File: src/rtl/dfa_stream_ctx_mgr.sv
// dfa_stream_ctx_mgr: per-stream context manager wrapped around an external
// regex DFA core. Restores the DFA state of a stream at packet start, feeds
// payload bytes to the core, and at end of packet commits the match flag to a
// saturating global counter and saves the final DFA state back per stream.
// Optional build macro STREAM_HIT_CNT_EN adds a 16-bit saturating hit counter
// per slot, read through rd_sid/rd_hits with one cycle of latency.
//
// Handshake: ready=1 means a pkt_start (in IDLE) or a payload byte with
// char_in_vld (in RUN) is consumed on the next rising clock edge; anything
// presented while ready=0, or out of sequence, is dropped and sets the sticky
// protocol_err flag.
module dfa_stream_ctx_mgr #(
    parameter int STATE_W = 11,
    parameter int SID_W   = 6,
    parameter int COUNT_W = 16,
    parameter int DFA_LAT = 1
) (
    input  logic               clk,
    input  logic               rst_n,
    input  logic               pkt_start,
    input  logic [SID_W-1:0]   stream_id,
    input  logic               new_stream_id,
    input  logic               enable,
    input  logic [7:0]         char_in,
    input  logic               char_in_vld,
    input  logic               eop,
    output logic               ready,
    output logic               fired,
    output logic               match_done,
    output logic [COUNT_W-1:0] count,
    output logic               protocol_err,
    output logic [7:0]         dfa_char,
    output logic               dfa_char_vld,
    output logic [STATE_W-1:0] dfa_state_in,
    output logic               dfa_state_in_vld,
    input  logic [STATE_W-1:0] dfa_state_out,
    input  logic               dfa_accept,
    input  logic [SID_W-1:0]   rd_sid,
    output logic [15:0]        rd_hits,
    output logic [2:0]         fsm_state
);

    localparam int NSLOT     = 2 ** SID_W;
    localparam int DRAIN_CYC = DFA_LAT + 2;

    typedef enum logic [2:0] {
        S_IDLE   = 3'd0,
        S_LOAD   = 3'd1,
        S_RUN    = 3'd2,
        S_DRAIN  = 3'd3,
        S_COMMIT = 3'd4
    } state_t;

    state_t               state;
    logic [SID_W-1:0]     sid_q;
    logic                 en_q;
    logic [2:0]           drain_cnt;
    logic [NSLOT-1:0]     slot_vld;
    logic [STATE_W-1:0]   mem [NSLOT];
    logic [STATE_W-1:0]   state_q;
    logic                 accept_q;
    logic [DFA_LAT:0]     vld_pipe;
    logic                 acc_hit;
    logic                 bad_seq;
    logic                 commit_we;

    assign fsm_state = state;

    // An accept only counts when it belongs to a byte we fed; this masks the
    // stale accept of whatever state the core held before the restore.
    assign acc_hit = accept_q & vld_pipe[DFA_LAT];

    assign bad_seq = (pkt_start && state != S_IDLE)
                   || ((char_in_vld || eop) && state == S_IDLE)
                   || (char_in_vld && !ready);

    assign commit_we = (state == S_COMMIT) && en_q;

    // Register the core outputs and track which cycles carry a fed byte.
    always_ff @(posedge clk or negedge rst_n) begin
        if (!rst_n) begin
            state_q  <= '0;
            accept_q <= 1'b0;
            vld_pipe <= '0;
        end else begin
            state_q  <= dfa_state_out;
            accept_q <= dfa_accept;
            vld_pipe <= {vld_pipe[DFA_LAT-1:0], dfa_char_vld};
        end
    end

    // Packet sequencing FSM with all control outputs registered.
    always_ff @(posedge clk or negedge rst_n) begin
        if (!rst_n) begin
            state            <= S_IDLE;
            sid_q            <= '0;
            en_q             <= 1'b0;
            drain_cnt        <= '0;
            slot_vld         <= '0;
            ready            <= 1'b0;
            fired            <= 1'b0;
            match_done       <= 1'b0;
            count            <= '0;
            protocol_err     <= 1'b0;
            dfa_char         <= '0;
            dfa_char_vld     <= 1'b0;
            dfa_state_in     <= '0;
            dfa_state_in_vld <= 1'b0;
        end else begin
            dfa_char_vld     <= 1'b0;
            dfa_state_in_vld <= 1'b0;
            match_done       <= 1'b0;
            if (bad_seq) begin
                protocol_err <= 1'b1;
            end
            case (state)
                S_IDLE: begin
                    ready <= 1'b1;
                    if (pkt_start) begin
                        state            <= S_LOAD;
                        ready            <= 1'b0;
                        sid_q            <= stream_id;
                        en_q             <= enable;
                        fired            <= 1'b0;
                        dfa_state_in     <= (new_stream_id || !slot_vld[stream_id])
                                            ? '0 : mem[stream_id];
                        dfa_state_in_vld <= 1'b1;
                    end
                end
                S_LOAD: begin
                    state <= S_RUN;
                    ready <= 1'b1;
                end
                S_RUN: begin
                    fired <= fired | acc_hit;
                    if (char_in_vld) begin
                        dfa_char     <= char_in;
                        dfa_char_vld <= 1'b1;
                    end
                    if (eop) begin
                        state     <= S_DRAIN;
                        ready     <= 1'b0;
                        drain_cnt <= '0;
                    end
                end
                S_DRAIN: begin
                    fired <= fired | acc_hit;
                    if (drain_cnt == 3'(DRAIN_CYC - 1)) begin
                        state      <= S_COMMIT;
                        match_done <= 1'b1;
                    end else begin
                        drain_cnt <= drain_cnt + 3'd1;
                    end
                end
                S_COMMIT: begin
                    if (en_q) begin
                        if (fired && count != {COUNT_W{1'b1}}) begin
                            count <= count + COUNT_W'(1);
                        end
                        slot_vld[sid_q] <= 1'b1;
                    end else begin
                        fired <= 1'b0;
                    end
                    state <= S_IDLE;
                    ready <= 1'b1;
                end
                default: begin
                    state <= S_IDLE;
                    ready <= 1'b0;
                end
            endcase
        end
    end

    // Save the final DFA state of an enabled stream; contents are not reset.
    always_ff @(posedge clk) begin
        if (commit_we) begin
            mem[sid_q] <= state_q;
        end
    end

`ifdef STREAM_HIT_CNT_EN
    logic [15:0] hits [NSLOT];

    // Per-slot saturating hit counters and their registered read port.
    always_ff @(posedge clk or negedge rst_n) begin
        if (!rst_n) begin
            for (int i = 0; i < NSLOT; i++) begin
                hits[i] <= '0;
            end
            rd_hits <= '0;
        end else begin
            if (commit_we && fired && hits[sid_q] != 16'hFFFF) begin
                hits[sid_q] <= hits[sid_q] + 16'd1;
            end
            rd_hits <= hits[rd_sid];
        end
    end
`else
    logic unused_rd_sid;
    assign unused_rd_sid = ^rd_sid;
    assign rd_hits       = '0;
`endif

endmodule

File: config.mk
export PLATFORM = sky130hd
export DESIGN_NAME = dfa_stream_ctx_mgr
export DESIGN_NICKNAME = d
export VERILOG_FILES = /design/src/rtl/dfa_stream_ctx_mgr.sv
export SDC_FILE = /design/constraint.sdc
export NUM_CORES = 1
export LEC_CHECK = 0
export CORE_MARGIN = 10
export CORE_UTILIZATION = 40
export CTS_CLUSTER_SIZE = 14
export DETAILED_ROUTE_END_ITERATION = 12
export GPL_ROUTABILITY_DRIVEN = 1
export SYNTH_ARGS = -nofsm -noshare
export SYNTH_HDL_FRONTEND = slang
export SYNTH_SLANG_ARGS = --single-unit
File: constraint.sdc
create_clock -name clk -period 6.96 [get_ports clk]
set_input_delay 1.392 -clock clk [delete_from_list [all_inputs] [get_ports clk]]
set_output_delay 1.392 -clock clk [all_outputs]
set_load 0.02 [all_outputs]
==> summary by stage <==
CTS
The clock tree from TritonCTS is built. The total number of H-tree levels is 3. The number of setup buffers added after CTS is 0. The hold buffer count at cts is 0. Once the clock tree was built, the resizer swapped 0 gates to a different size. The cell sitting at the root of the clock tree is a sky130_fd_sc_hd__clkbuf_16. The number of clock buffers added by TritonCTS is 84. The longest clock path from root to sink contains 3 buffers. At the later pin of the worst-skew pair, clock insertion delay measures 0.63 ns. For this design, the sink count on the clock tree is 836. After clock tree synthesis, the clock-pin slew on the worst setup and hold paths is 0.06 ns.

Pwr
The total power divided by cell area is 300 nW/um^2. After layout, the design draws a total of 11.3 mW. The maximum resistive drop on vdd is 210 uV. The static leakage is 13.7 nW.

Setup path
Among cell families on the critical path, the largest total delay comes from buffers and inverters. Data arrives at the worst endpoint at 4.81 ns. Walking the worst path, the cells encountered are buf_8 -> buf_4 -> buf_4 -> mux2i_1 -> a22oi_1 -> nand3_1 -> nand4_1 -> a22oi_1 -> o21ai_1. The longest individual stage delay on the worst path is 0.72 ns.

The type of the worst setup path is primary input to flip-flop. The critical path required time is 7.42 ns. Counting buffers and inverters, the worst setup path is 9 cells deep. The maximum fanout count along the critical path is 73. The worst setup path is launched from a primary input. The sort of element at the end of the critical path is a flip-flop. The number of cell instances on the worst register-to-register path is 5. The slowest stage cell on the critical path is sky130_fd_sc_hd__buf_4.

Counting both buffers and inverters, the worst setup path holds a total of 3.

STA
Headroom to the max-slew limit came out at 14.3%. The slew at the pin closest to its max-slew limit is 1.28 ns. Adding up every negative setup slack in the final design gives 0 ns.

The maximum achievable frequency is 0.230 GHz. The final number of max-transition violations came to 0. The hold slack is 0.346 ns. The final critical-path share of the clock period is 62.4%. The worst path meets setup with 2.61 ns of slack. The routed design could run at a clock period as short as 4.35 ns. The worst clock skew is 0.0181 ns. The number of failing hold endpoints at the final stage is 0. Setup repair after global routing left no endpoint under its margin. The setup violation total in the final timing report is 0.

Detailed routing
The total wirelength of the detailed-routed design is 77600 um. In this run the remaining antenna-violating nets after routing total 0. In the routed layout, each cell is associated on average with a via count of 5.45. The detailed-route via count is 17300. The first detailed-routing pass took 5 iterations.

Dividing the detail-routed wire length by the instance count gives 24.4 um. The DRC violation count after routing is 0. The detailed router's first-iteration violation count is 1517.

Logic synthesis
The number of storage elements in the synthesis netlist is 836. During synthesis, Yosys emitted a total of 0 warnings. The fraction of post-synthesis cell area in the top cell type by area is 64.1%. The register area share after synthesis is 74.2%. In the synthesized netlist the dominant register cell turns out to be sky130_fd_sc_hd__edfxtp_1. After Yosys synthesis, XOR and XNOR cells account for 0.399% of the synthesized area. The synthesized netlist occupies a cell area of 33000 sq um.

The synthesized design contains 704 enable-type register cells. Sorting the synthesized cells by how often they occur yields sky130_fd_sc_hd__edfxtp_1, sky130_fd_sc_hd__mux2i_1, sky130_fd_sc_hd__a22oi_1. By area the synthesized netlist is led by sky130_fd_sc_hd__edfxtp_1, sky130_fd_sc_hd__mux2i_1, sky130_fd_sc_hd__dfrtp_1, sky130_fd_sc_hd__a22oi_1, sky130_fd_sc_hd__mux4_2.

The adder-cell area share of the yosys netlist is 0.114%. The instance count of the mapped netlist is 1932. The average cell area after synthesis is 17.1 sq um.

The proportion of register bits with asynchronous set or reset after synthesis is 15.8%. The count of cell types in the netlist is 52. The proportion of synthesized area in mux cells is 12.5%. By area, the combinational part of the netlist is dominated by multiplexers. The most area-hungry cell type in the Yosys netlist is sky130_fd_sc_hd__edfxtp_1. The most common cell in the synthesized netlist is sky130_fd_sc_hd__edfxtp_1.

The share of the synthesized area in compound gates (AO/OA/AOI/OAI) is 4.78%. The area fraction in and, or, nand and nor cells after synthesis is 5.48%.

Floorplan
The horizontal die dimension is 307 um. The die height is 307 um. The total I/O pin count is 99.

The placement row count is 105. The die covers 94300 sq um. The starting utilization of the core area is 40.3%. The area of the core region is 81800 sq um.

Final layout
The number of antenna diodes is 0. The post-route core utilization is 46.0%. In the final layout, the share of cells above drive strength 1 is 14.3%. The finished cells cover 37700 sq um. The filler cell count is 6949. The count of nets after finishing is 2080. The area growth from synthesis to layout is 14.2%. Leaving out filler cells and counting taps, the final layout contains 3179.

GRT
The first-pass GRT wire length is 115000 um. The initial antenna violation count is 3. Global routing used 16.3% of the available tracks across all layers. The most congested layer reported by global routing is met2. The via count of the first global-routing pass is 17700. For this run, global-route usage on met1 was measured as 22.1%. The met2 usage is 25.2%. For met3 alone, demand over resource in global routing was 4.14%. The largest net degree at the start of global routing is 75. The sum of overflow across all layers after global routing is 0.

Job
The number of maximum-capacitance violations is 0.

Worst hold path
The number of stages on the worst hold path is 0. The worst hold path class is flip-flop to flip-flop.

Place
The cell count after placement is 3022. Routability-driven placement finished with a final weighted congestion of 0.826. The minimum setup slack after placement is 2.05 ns. In this run the tool buffered the top-level ports with 76 buffer cells. The half-perimeter wire length after detailed placement is 46100 um. Summing all placed instances gives a cell area of 34700 sq um.

Outcome
The run finished with clean final reports.
[kinds of logic (layout without fill, tap and decap cells)]
| logic type | Yosys count | after routing |
|---|---|---|
| AOI/OAI and AO/OA | 214 | 214 |
| buffers and inverters | 123 | 285 |
| xor gates and xnor gates | 15 | 15 |
| DFF | 836 | 836 |
| and+or+nand+nor | 359 | 359 |
| muxes | 381 | 381 |
| adders and majority gates | 3 | 3 |
| other | 1 | 16 |
[state kept, by name, indices dropped and copies added, names as in the netlist]
name / count
protocol_err: 1
drain_cnt: 3
dfa_char_vld: 1
vld_pipe: 2
accept_q: 1
en_q: 1
fired: 1
state_q: 11
mem: 704
ready: 1
dfa_state_in_vld: 1
dfa_state_in: 11
slot_vld: 64
sid_q: 6
dfa_char: 8
count: 16
fsm_state: 3
match_done: 1
[routing by layer]
metal,wire length (um),up-vias
li1,-,7724
met1,34000,8924
met2,35500,538
met3,5590,126
met4,2460,4
met5,32,-
[final timing paths]
kind                               from              end  slack (ns)
setup / recovery           stream_id[0]  dfa_state_in[5]        2.61
hold / removal              vld_pipe[0]      vld_pipe[1]        0.35
setup reg to reg           fsm_state[0]  dfa_state_in[0]        3.55
hold reg to reg             vld_pipe[0]      vld_pipe[1]        0.35
max in group asynchronous         rst_n     slot_vld[61]        4.71
min in group asynchronous         rst_n       state_q[4]        0.73
[area by class of cell]
class	count	area [sq um]	share of cell area (%)
inverter	4	15.0	0.0399
clock inverter	42	497	1.32
tap	1070	1340	3.56
timing repair buffer	124	1160	3.07
sequential	836	24500	65.0
multi-input combinational	988	7770	20.6
clock buffer	115	2410	6.41
[cell usage in the layout, fill, tap and decap left out, types with 4 or more instances in the layout]
cell type                         synthesis  routed
sky130_fd_sc_hd__a22oi_1                179     179
sky130_fd_sc_hd__a31oi_1                  4       4
sky130_fd_sc_hd__and3_1                   6       6
sky130_fd_sc_hd__buf_4                   31      46
sky130_fd_sc_hd__bufinv_16                0      10
sky130_fd_sc_hd__clkbuf_1                34      17
sky130_fd_sc_hd__clkbuf_16                0      89
sky130_fd_sc_hd__clkbuf_8                 0       9
sky130_fd_sc_hd__clkdlybuf4s50_1          0      72
sky130_fd_sc_hd__clkinv_1                 1       8
sky130_fd_sc_hd__clkinv_2                 0      17
sky130_fd_sc_hd__conb_1                   1      16
sky130_fd_sc_hd__dfrtp_1                132     121
sky130_fd_sc_hd__dfrtp_2                  0      11
sky130_fd_sc_hd__edfxtp_1               704     704
sky130_fd_sc_hd__mux2_2                  10      10
sky130_fd_sc_hd__mux2i_1                347     347
sky130_fd_sc_hd__mux4_2                  22      22
sky130_fd_sc_hd__nand2_1                 58      58
sky130_fd_sc_hd__nand3_1                 91      91
sky130_fd_sc_hd__nand4_1                 26      26
sky130_fd_sc_hd__nor2_1                  75      75
sky130_fd_sc_hd__nor2b_1                 11       8
sky130_fd_sc_hd__nor3_1                   7       7
sky130_fd_sc_hd__o21ai_0                  4       4
sky130_fd_sc_hd__o21ai_1                 11      11
sky130_fd_sc_hd__or2_2                   65      65
sky130_fd_sc_hd__xnor2_1                 10      10
sky130_fd_sc_hd__xor2_1                   5       5
[report_power, final]
group	switching (mW)	total, mW	internal (mW)
Sequential	0.149	5.69	5.54
Clock	1.89	4.70	2.81
Combinational	0.572	0.916	0.344
No activity file was read; power rests on OpenSTA's default activity.
